[config.mk]
export PLATFORM = sky130hd
export DESIGN_NAME = mul_iter_sequencer
export DESIGN_NICKNAME = d
export VERILOG_FILES = /design/src/rtl/mul_iter_sequencer.sv
export SDC_FILE = /design/constraint.sdc
export NUM_CORES = 1
export LEC_CHECK = 0
export CAP_MARGIN = 20
export CORE_ASPECT_RATIO = 0.7
export CORE_MARGIN = 2
export CORE_UTILIZATION = 55
export CTS_CLUSTER_SIZE = 20
export DETAILED_ROUTE_END_ITERATION = 8
export MAX_ROUTING_LAYER = met4
export PLACE_DENSITY = 0.81
export SYNTH_ARGS = -nofsm -noshare
export SYNTH_HDL_FRONTEND = slang
export SYNTH_SLANG_ARGS = --single-unit
[constraint.sdc]
create_clock -name clk_i -period 4.12 [get_ports clk_i]
set_clock_uncertainty 0.2 [all_clocks]
set_input_delay 0.824 -clock clk_i [delete_from_list [all_inputs] [get_ports clk_i]]
set_output_delay 0.824 -clock clk_i [all_outputs]
set_load 0.01 [all_outputs]
[src/rtl/mul_iter_sequencer.sv]
// mul_iter_sequencer
//   Multi-cycle radix-2 shift-add multiplier that sits beside the EX-stage ALU.
//   It starts when EX holds an instruction whose ALU control code is MUL_CODE.
//   It then captures both operands and stalls IF/ID/EX while it iterates.
//   When it finishes, it presents the low WIDTH bits of the product together
//   with a one-cycle valid pulse.
//
//   Ports:
//     clk_i       clock, all state on rising edge
//     rst_i       synchronous active-high reset
//     start_i     EX holds a valid instruction this cycle
//     alu_ctrl_i  ALU control code
//     data1_i     multiplicand
//     data2_i     multiplier
//     flush_i     abort any in-flight multiply
//     stall_o     hold IF/ID/EX (combinational)
//     busy_o      registered, high while iterating
//     valid_o     registered one-cycle pulse, result_o valid
//     result_o    low WIDTH bits of the product, held until the next completion
//
//   Build option:
//     MUL_EARLY_TERM_EN  finish as soon as no multiplier bits remain
//
//   state  | meaning
//   IDLE   | waiting for a MUL issue from EX
//   RUN    | one shift-add iteration per cycle, pipeline stalled
//   DONE   | result_o/valid_o presented for one cycle, pipeline released
module mul_iter_sequencer #(
    parameter int          WIDTH    = 32,
    parameter logic [2:0]  MUL_CODE = 3'b100,
    parameter int          CNT_W    = 6
) (
    input  logic             clk_i,
    input  logic             rst_i,
    input  logic             start_i,
    input  logic [2:0]       alu_ctrl_i,
    input  logic [WIDTH-1:0] data1_i,
    input  logic [WIDTH-1:0] data2_i,
    input  logic             flush_i,
    output logic             stall_o,
    output logic             busy_o,
    output logic             valid_o,
    output logic [WIDTH-1:0] result_o
);

    localparam logic [1:0] S_IDLE = 2'd0;
    localparam logic [1:0] S_RUN  = 2'd1;
    localparam logic [1:0] S_DONE = 2'd2;

    logic [1:0]       state;
    logic [WIDTH-1:0] mcand;
    logic [WIDTH-1:0] mplier;
    logic [WIDTH-1:0] acc;
    logic [CNT_W-1:0] cnt;
    logic             issue;
    logic             last_iter;
    logic [WIDTH-1:0] acc_sum;

    assign issue   = (state == S_IDLE) && start_i && (alu_ctrl_i == MUL_CODE) && !flush_i;
    assign acc_sum = mplier[0] ? (acc + mcand) : acc;

`ifdef MUL_EARLY_TERM_EN
    // Stop on the iteration that consumes the highest remaining multiplier
    // bit. Every later iteration would add zero, so the product is already final.
    assign last_iter = (cnt == CNT_W'(WIDTH - 1)) || ((mplier >> 1) == '0);
`else
    assign last_iter = (cnt == CNT_W'(WIDTH - 1));
`endif

    always_comb begin
        stall_o = issue || ((state == S_RUN) && !flush_i);
    end

    always_ff @(posedge clk_i) begin
        if (rst_i) begin
            state    <= S_IDLE;
            mcand    <= '0;
            mplier   <= '0;
            acc      <= '0;
            cnt      <= '0;
            busy_o   <= 1'b0;
            valid_o  <= 1'b0;
            result_o <= '0;
        end else begin
            case (state)
                S_IDLE: begin
                    valid_o <= 1'b0;
                    if (issue) begin
                        mcand  <= data1_i;
                        mplier <= data2_i;
                        acc    <= '0;
                        cnt    <= '0;
                        busy_o <= 1'b1;
                        state  <= S_RUN;
                    end
                end
                S_RUN: begin
                    if (flush_i) begin
                        busy_o <= 1'b0;
                        state  <= S_IDLE;
                    end else begin
                        acc    <= acc_sum;
                        mcand  <= mcand << 1;
                        mplier <= mplier >> 1;
                        cnt    <= cnt + CNT_W'(1);
                        if (last_iter) begin
                            result_o <= acc_sum;
                            valid_o  <= 1'b1;
                            busy_o   <= 1'b0;
                            state    <= S_DONE;
                        end
                    end
                end
                S_DONE: begin
                    // The pulse is already out. A flush here does not cancel it,
                    // because the pipeline discards the result itself.
                    valid_o <= 1'b0;
                    state   <= S_IDLE;
                end
                default: begin
                    valid_o <= 1'b0;
                    busy_o  <= 1'b0;
                    state   <= S_IDLE;
                end
            endcase
        end
    end

endmodule

==> flow_summary.ini, run 1 <==
[layout]
num_antenna_cells = 0
drive_gt1_share_pct = 7.91
area_delta_synth_final_pct = 24.4
nNetsFinal = 1052
utilization_pct = 71.2

[cts]
cts_buffer_depth = 2
clock_latency_ns = 0.42
cts_made_buffers = 17
hold_buffers = 0
cts_root_buf = clkbuf_16
htreeDepth = 4
clock-sinks = 138
post-cts-setup-buffers = 0
clk_pin_slew_worst_paths_ns = 0.06
cts-resized-gates = 0
cts_tree = built

[worst_hold_path]
hold_path.startpoint = mplier[21]$_SDFFE_PP0P_
hold_end = mplier[21]$_SDFFE_PP0P_
hold_class = reg -> reg
hold_path_depth = 2

[worst_setup_path]
ff2ff_setup_slack_ns = 0.75
cp-end-kind = primary output
critPathRequiredTime_ns = 3.10
r2r-end = acc[22]$_SDFFE_PP0P_
critical_path_class = in -> out
r2r-start = mcand[0]$_SDFFE_PP0P_
crit_arrival_ns = 2.63
cp-start-kind = input pin
rr_worst_depth = 11
worstPathMaxFanout = 2

[synthesis]
ys_ff_latch = 138
syn_inst = 872
synth-edff-count = 0
synth.largest_area_cell = dfxtp_1
yosysSeqAreaShare_pct = 38.2
synth_compound_area_share_pct = 28.2
synth_commonest_cells = dfxtp_1, a21oi_1, nand2_1, nor2_1
synth_cell_types = 67
yosysWarnings = 0
synth_async_sr_flop_share_pct = 0
yosysMostFrequentCell = dfxtp_1
synth_xor_area_share_pct = 3.15
ys_top_cells_by_area = dfxtp_1, a21oi_1, a22oi_1
synth_top_family_by_area = compound AO/OA/AOI/OAI gates
yosysTopAreaCellShare_pct = 38.2
synth_nets = 976
synth_ff_type = dfxtp_1
syn_area_per_cell_um2 = 8.28
yosys.area_share.simple_pct = 16.3
syn_area_mm2 = 0.00722
synth_mux_area_share_pct = 4.36
synth_fa_ha_area_share_pct = 5.82

[job]
cap_violations = 0

[die]
die_area_mm2 = 0.0141
die_h_um = 99.9
die-width_um = 141
fp.coreArea_mm2 = 0.0126
start_util_pct = 57.2
fp-row-count = 34
boundaryPins = 106

[sta]
setup_tns_ns = 0
fmax_ghz = 0.274
setup_viol = 0
setup_slack_ns = 0.468
hold_violations = 0
rsz0062_at_grt = no
slew_headroom_pct = 36.0
fin_crit_ns = 3.65
min_period_over_period_pct = 88.7
tightest_slew_ns = 0.959
final_max_slew_viol_count = 0

[global_routing]
grt_max_degree = 92
antenna_found_initial = 0
first_global_vias = 6417
globalRouteMet2Util_pct = 42.8
overflow = 0
grt_busiest_layer = met2
grt_usage_pct = 29.2
grt_pass1_wl_mm = 32.4
grtUsageMet1_pct = 42.2
gr-usage-met3_pct = 4.68

[detailed_routing]
drt_iter0_markers = 590
post_drt_wl_per_cell_um = 17.6
drcViolationCount = 0
dr.pass1.iters = 5
totalWireLength_mm = 19.7
num_vias = 6897
postRouteAntennaNets = 0
vias_per_cell = 6.14

[placed_design]
place_ws_ns = 0.466
dpl.hpwl_mm = 13.1
gp_congestion = 0.958
port_buffers = 105

[power_and_ir_drop]
vdd_drop_max_mv = 0.276
p_per_area_mw_per_mm2 = 348
power.leakage_nw = 3.48

[status]
status = completed
==> cell families (layout without fill, tap and decap cells) <==
logic type,count (synthesis),after routing
xor+xnor,26,26
buf+inv,74,163
fa+ha+maj,33,33
simple gates,263,263
mux,31,31
compound gates,307,307
flops,138,138
==> per-layer routing <==
layer | share of wire [%] | wire length [um] | vias to the layer above
li1 | - | - | 3351
met1 | 49 | 9610 | 3263
met2 | 43 | 8440 | 253
met3 | 7.3 | 1440 | 30
met4 | 1.3 | 251 | 0
met5 | 0 | 0 | -
==> critical path: stages <==
cell	delay [ns]
clkdlybuf4s50_1	0.45
nor4bb_1	0.43
and2_2	0.27
nor2_4	0.05
clkinv_1	0.08
clkdlybuf4s50_1	0.54
==> area by class of cell <==
cell class | instances | area, um2
inverter | 9 | 33.8
sequential | 138 | 2760
clock inverter | 15 | 190
timing repair buffer | 122 | 1180
tap | 162 | 203
fill | 996 | 3640
multi-input combinational | 660 | 4200
clock buffer | 17 | 425
==> stage by stage <==
step / cells / cell area (um2) / hold slack (ns) / total power, W
5_1_grt: 1123 / 8990 / 0.277 / 0.00321
3_3_place_gp: 1091 / 8370 / 0.243 / 0.00155
3_5_place_dp: 1091 / 8370 / 0.247 / 0.00155
6_report: 1123 / 8990 / 0.256 / 0.00313
2_1_floorplan: 872 / 7220 / 0.237 / 0.00146
4_1_cts: 1123 / 8990 / 0.256 / 0.00314
==> placed cells by master (no fill, tap or decap), types with 28 or more instances in the layout <==
cell and count:
a211oi_1 34, a21oi_1 103, a22oi_1 58, clkdlybuf4s50_1 104, dfxtp_1 138, ha_1 32, nand2_1 91, nor2_1 89
o21ai_0 28
==> worst max-delay path by stage <==
stage / start / endpoint / slack [ns]
3_5_place_dp: alu_ctrl_i[2] / stall_o / 0.47
5_1_grt: alu_ctrl_i[2] / stall_o / 0.42
3_3_place_gp: alu_ctrl_i[2] / stall_o / 0.48
2_1_floorplan: alu_ctrl_i[1] / stall_o / 0.98
6_report: alu_ctrl_i[2] / stall_o / 0.47
4_1_cts: alu_ctrl_i[2] / stall_o / 0.46
==> registers in the layout (all words and copies together), names as in the netlist <==
| register | count |
|---|---|
| mplier | 32 |
| result_o | 32 |
| valid_o | 1 |
| acc | 32 |
| mcand | 32 |
| cnt | 6 |
| busy_o | 1 |
| state | 2 |
==> power by group <==
part	switching [W]	internal (W)	leakage [nW]
Sequential	0.00000938	0.00135	1.11
Combinational	0.0000826	0.0000871	2.07
Clock	0.000638	0.000965	0.293
(Power assumes the default switching activity.)
==> run 2, diff against run 1 <==
--- a/config.mk
+++ b/config.mk
@@ -7,11 +7,9 @@
 export LEC_CHECK = 0
 export CAP_MARGIN = 20
 export CORE_ASPECT_RATIO = 0.7
-export CORE_MARGIN = 2
 export CORE_UTILIZATION = 55
 export CTS_CLUSTER_SIZE = 20
 export DETAILED_ROUTE_END_ITERATION = 8
-export MAX_ROUTING_LAYER = met4
 export PLACE_DENSITY = 0.81
 export SYNTH_ARGS = -nofsm -noshare
 export SYNTH_HDL_FRONTEND = slang
==> run 2 against run 1 <==
The flow now finishes with violations (DRC). Critical endpoint unchanged. Die area shrank 3.4%. Power decreased by 1.4%. Clock power down 3%. Setup slack got worse by 0.12 ns. Wire length shrank 1.2%. Non-clock buffer count down 4. Combinational power down 2%. Worst hold slack barely moved.
==> flow_summary.ini, run 2 (synthesis gave the netlist of run 1 again) <==
[worst_setup_path]
ff2ff_setup_slack_ns = 0.66
worstPathMaxFanout = 3
critical_path_class = in -> out
cp-start-kind = input pin
critPathRequiredTime_ns = 3.10
crit_arrival_ns = 2.75
cp-end-kind = primary output

[sta]
fmax_ghz = 0.265
setup_tns_ns = 0
final_max_slew_viol_count = 0
rsz0062_at_grt = no
tightest_slew_ns = 0.895
fin_crit_ns = 3.77
min_period_over_period_pct = 91.5
setup_viol = 0
hold_violations = 0
slew_headroom_pct = 40.4

[cts]
cts_tree = built
clk_pin_slew_worst_paths_ns = 0.06
clock_latency_ns = 0.42
cts-resized-gates = 0
post-cts-setup-buffers = 0
htreeDepth = 4
cts_made_buffers = 17
cts_buffer_depth = 2
clock-sinks = 138
cts_root_buf = clkbuf_16
hold_buffers = 0

[layout]
seqCellArea_mm2 = 0.00276
num_antenna_cells = 0
multi_input_area_mm2 = 0.00420
nNetsFinal = 1048
n_fill_cell = 1011
drive_gt1_share_pct = 7.42
final_common_cell = dfxtp_1
area_delta_synth_final_pct = 23.8
layout_common_cells = dfxtp_1, clkdlybuf4s50_1, a21oi_1, nand2_1, nor2_1
finalNonFillerCells = 1119

[global_routing]
overflow = 0
first_global_vias = 6326
antenna_found_initial = 0
grt_usage_pct = 29.4
grt_pass1_wl_mm = 32.0
grt_max_degree = 85

[detailed_routing]
num_vias = 6775
maxUsedRoutingLayer = met4
vias_per_cell = 6.05
post_drt_wl_per_cell_um = 17.4
drt_iter0_markers = 625
postRouteAntennaNets = 0
wl_met2_mm = 8.36
totalWireLength_mm = 19.5
drt-met1-wl_mm = 9.48
dr_wl_met3_mm = 1.42
dr.pass1.iters = 9
drcViolationCount = 10

[placed_design]
dpl.hpwl_mm = 12.6
gp_congestion = 0.946
port_buffers = 105
dp.cells = 1087

[power_and_ir_drop]
vdd_drop_max_mv = 0.307
p_per_area_mw_per_mm2 = 345
power.leakage_nw = 3.47

[die]
die_area_mm2 = 0.0136
fp.coreArea_mm2 = 0.0126
start_util_pct = 57.4
fp-row-count = 34
die_h_um = 97.9
boundaryPins = 106
die-width_um = 139

[job]
cap_violations = 0

[status]
violations = DRC
status = complete, but fails checks

[worst_hold_path]
hold_class = reg -> reg
run 2: cell count changes in the layout (fill, tap and decap cells not counted), sizes merged:
cell | previous run | this run
buf | 18 | 14
clkbuf | 17 | 18
clkinv | 6 | 10
clkinvlp | 3 | 0
inv | 12 | 10
run 2: critical path, cell delays in order:
cell	delay [ns]
clkdlybuf4s50_1	0.44
nor4bb_1	0.49
and2_2	0.29
nor2_4	0.04
clkinv_1	0.11
clkdlybuf4s50_1	0.55
run 2: through the flow:
step / power, W / worst slack [ns] / util, % / hold WS, ns / area [um2]
global placement: 0.00155 / 0.367 / 66.3 / 0.244 / 8340
CTS: 0.00309 / 0.336 / 71.0 / 0.255 / 8940
global route: 0.00318 / 0.239 / 71.0 / 0.273 / 8940
floorplan: 0.00146 / 0.976 / - / 0.237 / 7220
detailed placement: 0.00155 / 0.344 / 66.3 / 0.247 / 8340
finish: 0.00309 / 0.349 / 71.0 / 0.256 / 8940
run 2: routing by layer:
layer	vias up	global-route usage, %
li1	3345	-
met1	3156	42.2
met4	0	9.49
met2	246	44.5
met3	28	5.15
met5	-	0
run 2: final cells by class:
cell class,instances,share of cell area (%)
Multi-Input combinational cell,660,46.9
Inverter,9,0.378
Timing Repair Buffer,118,12.8
Clock buffer,18,4.80
Sequential cell,138,30.9
Clock inverter,14,1.92
Tap cell,162,2.27
run 2: path summary, 6_finish.rpt:
path                           from                        end  depth (start not counted)
min          mplier[2]$_SDFFE_PP0P_     mplier[2]$_SDFFE_PP0P_                          2
max reg2reg   mcand[0]$_SDFFE_PP0P_  result_o[26]$_SDFFE_PP0P_                         11
max                   alu_ctrl_i[2]                    stall_o                          6
min reg2reg  mplier[2]$_SDFFE_PP0P_     mplier[2]$_SDFFE_PP0P_                          2
run 2: power by group:
part | switching (W) | internal [W]
combinational | 0.0000795 | 0.0000862
sequential | 0.00000939 | 0.00135
clock | 0.000607 | 0.000957
==> run 3, diff against run 2 <==
--- a/config.mk
+++ b/config.mk
@@ -14,3 +14,4 @@
 export SYNTH_ARGS = -nofsm -noshare
 export SYNTH_HDL_FRONTEND = slang
 export SYNTH_SLANG_ARGS = --single-unit
+export TNS_END_PERCENT = 100
==> results of run 3 <==
Final layout, timing and power as in run 2 (identical DEF).
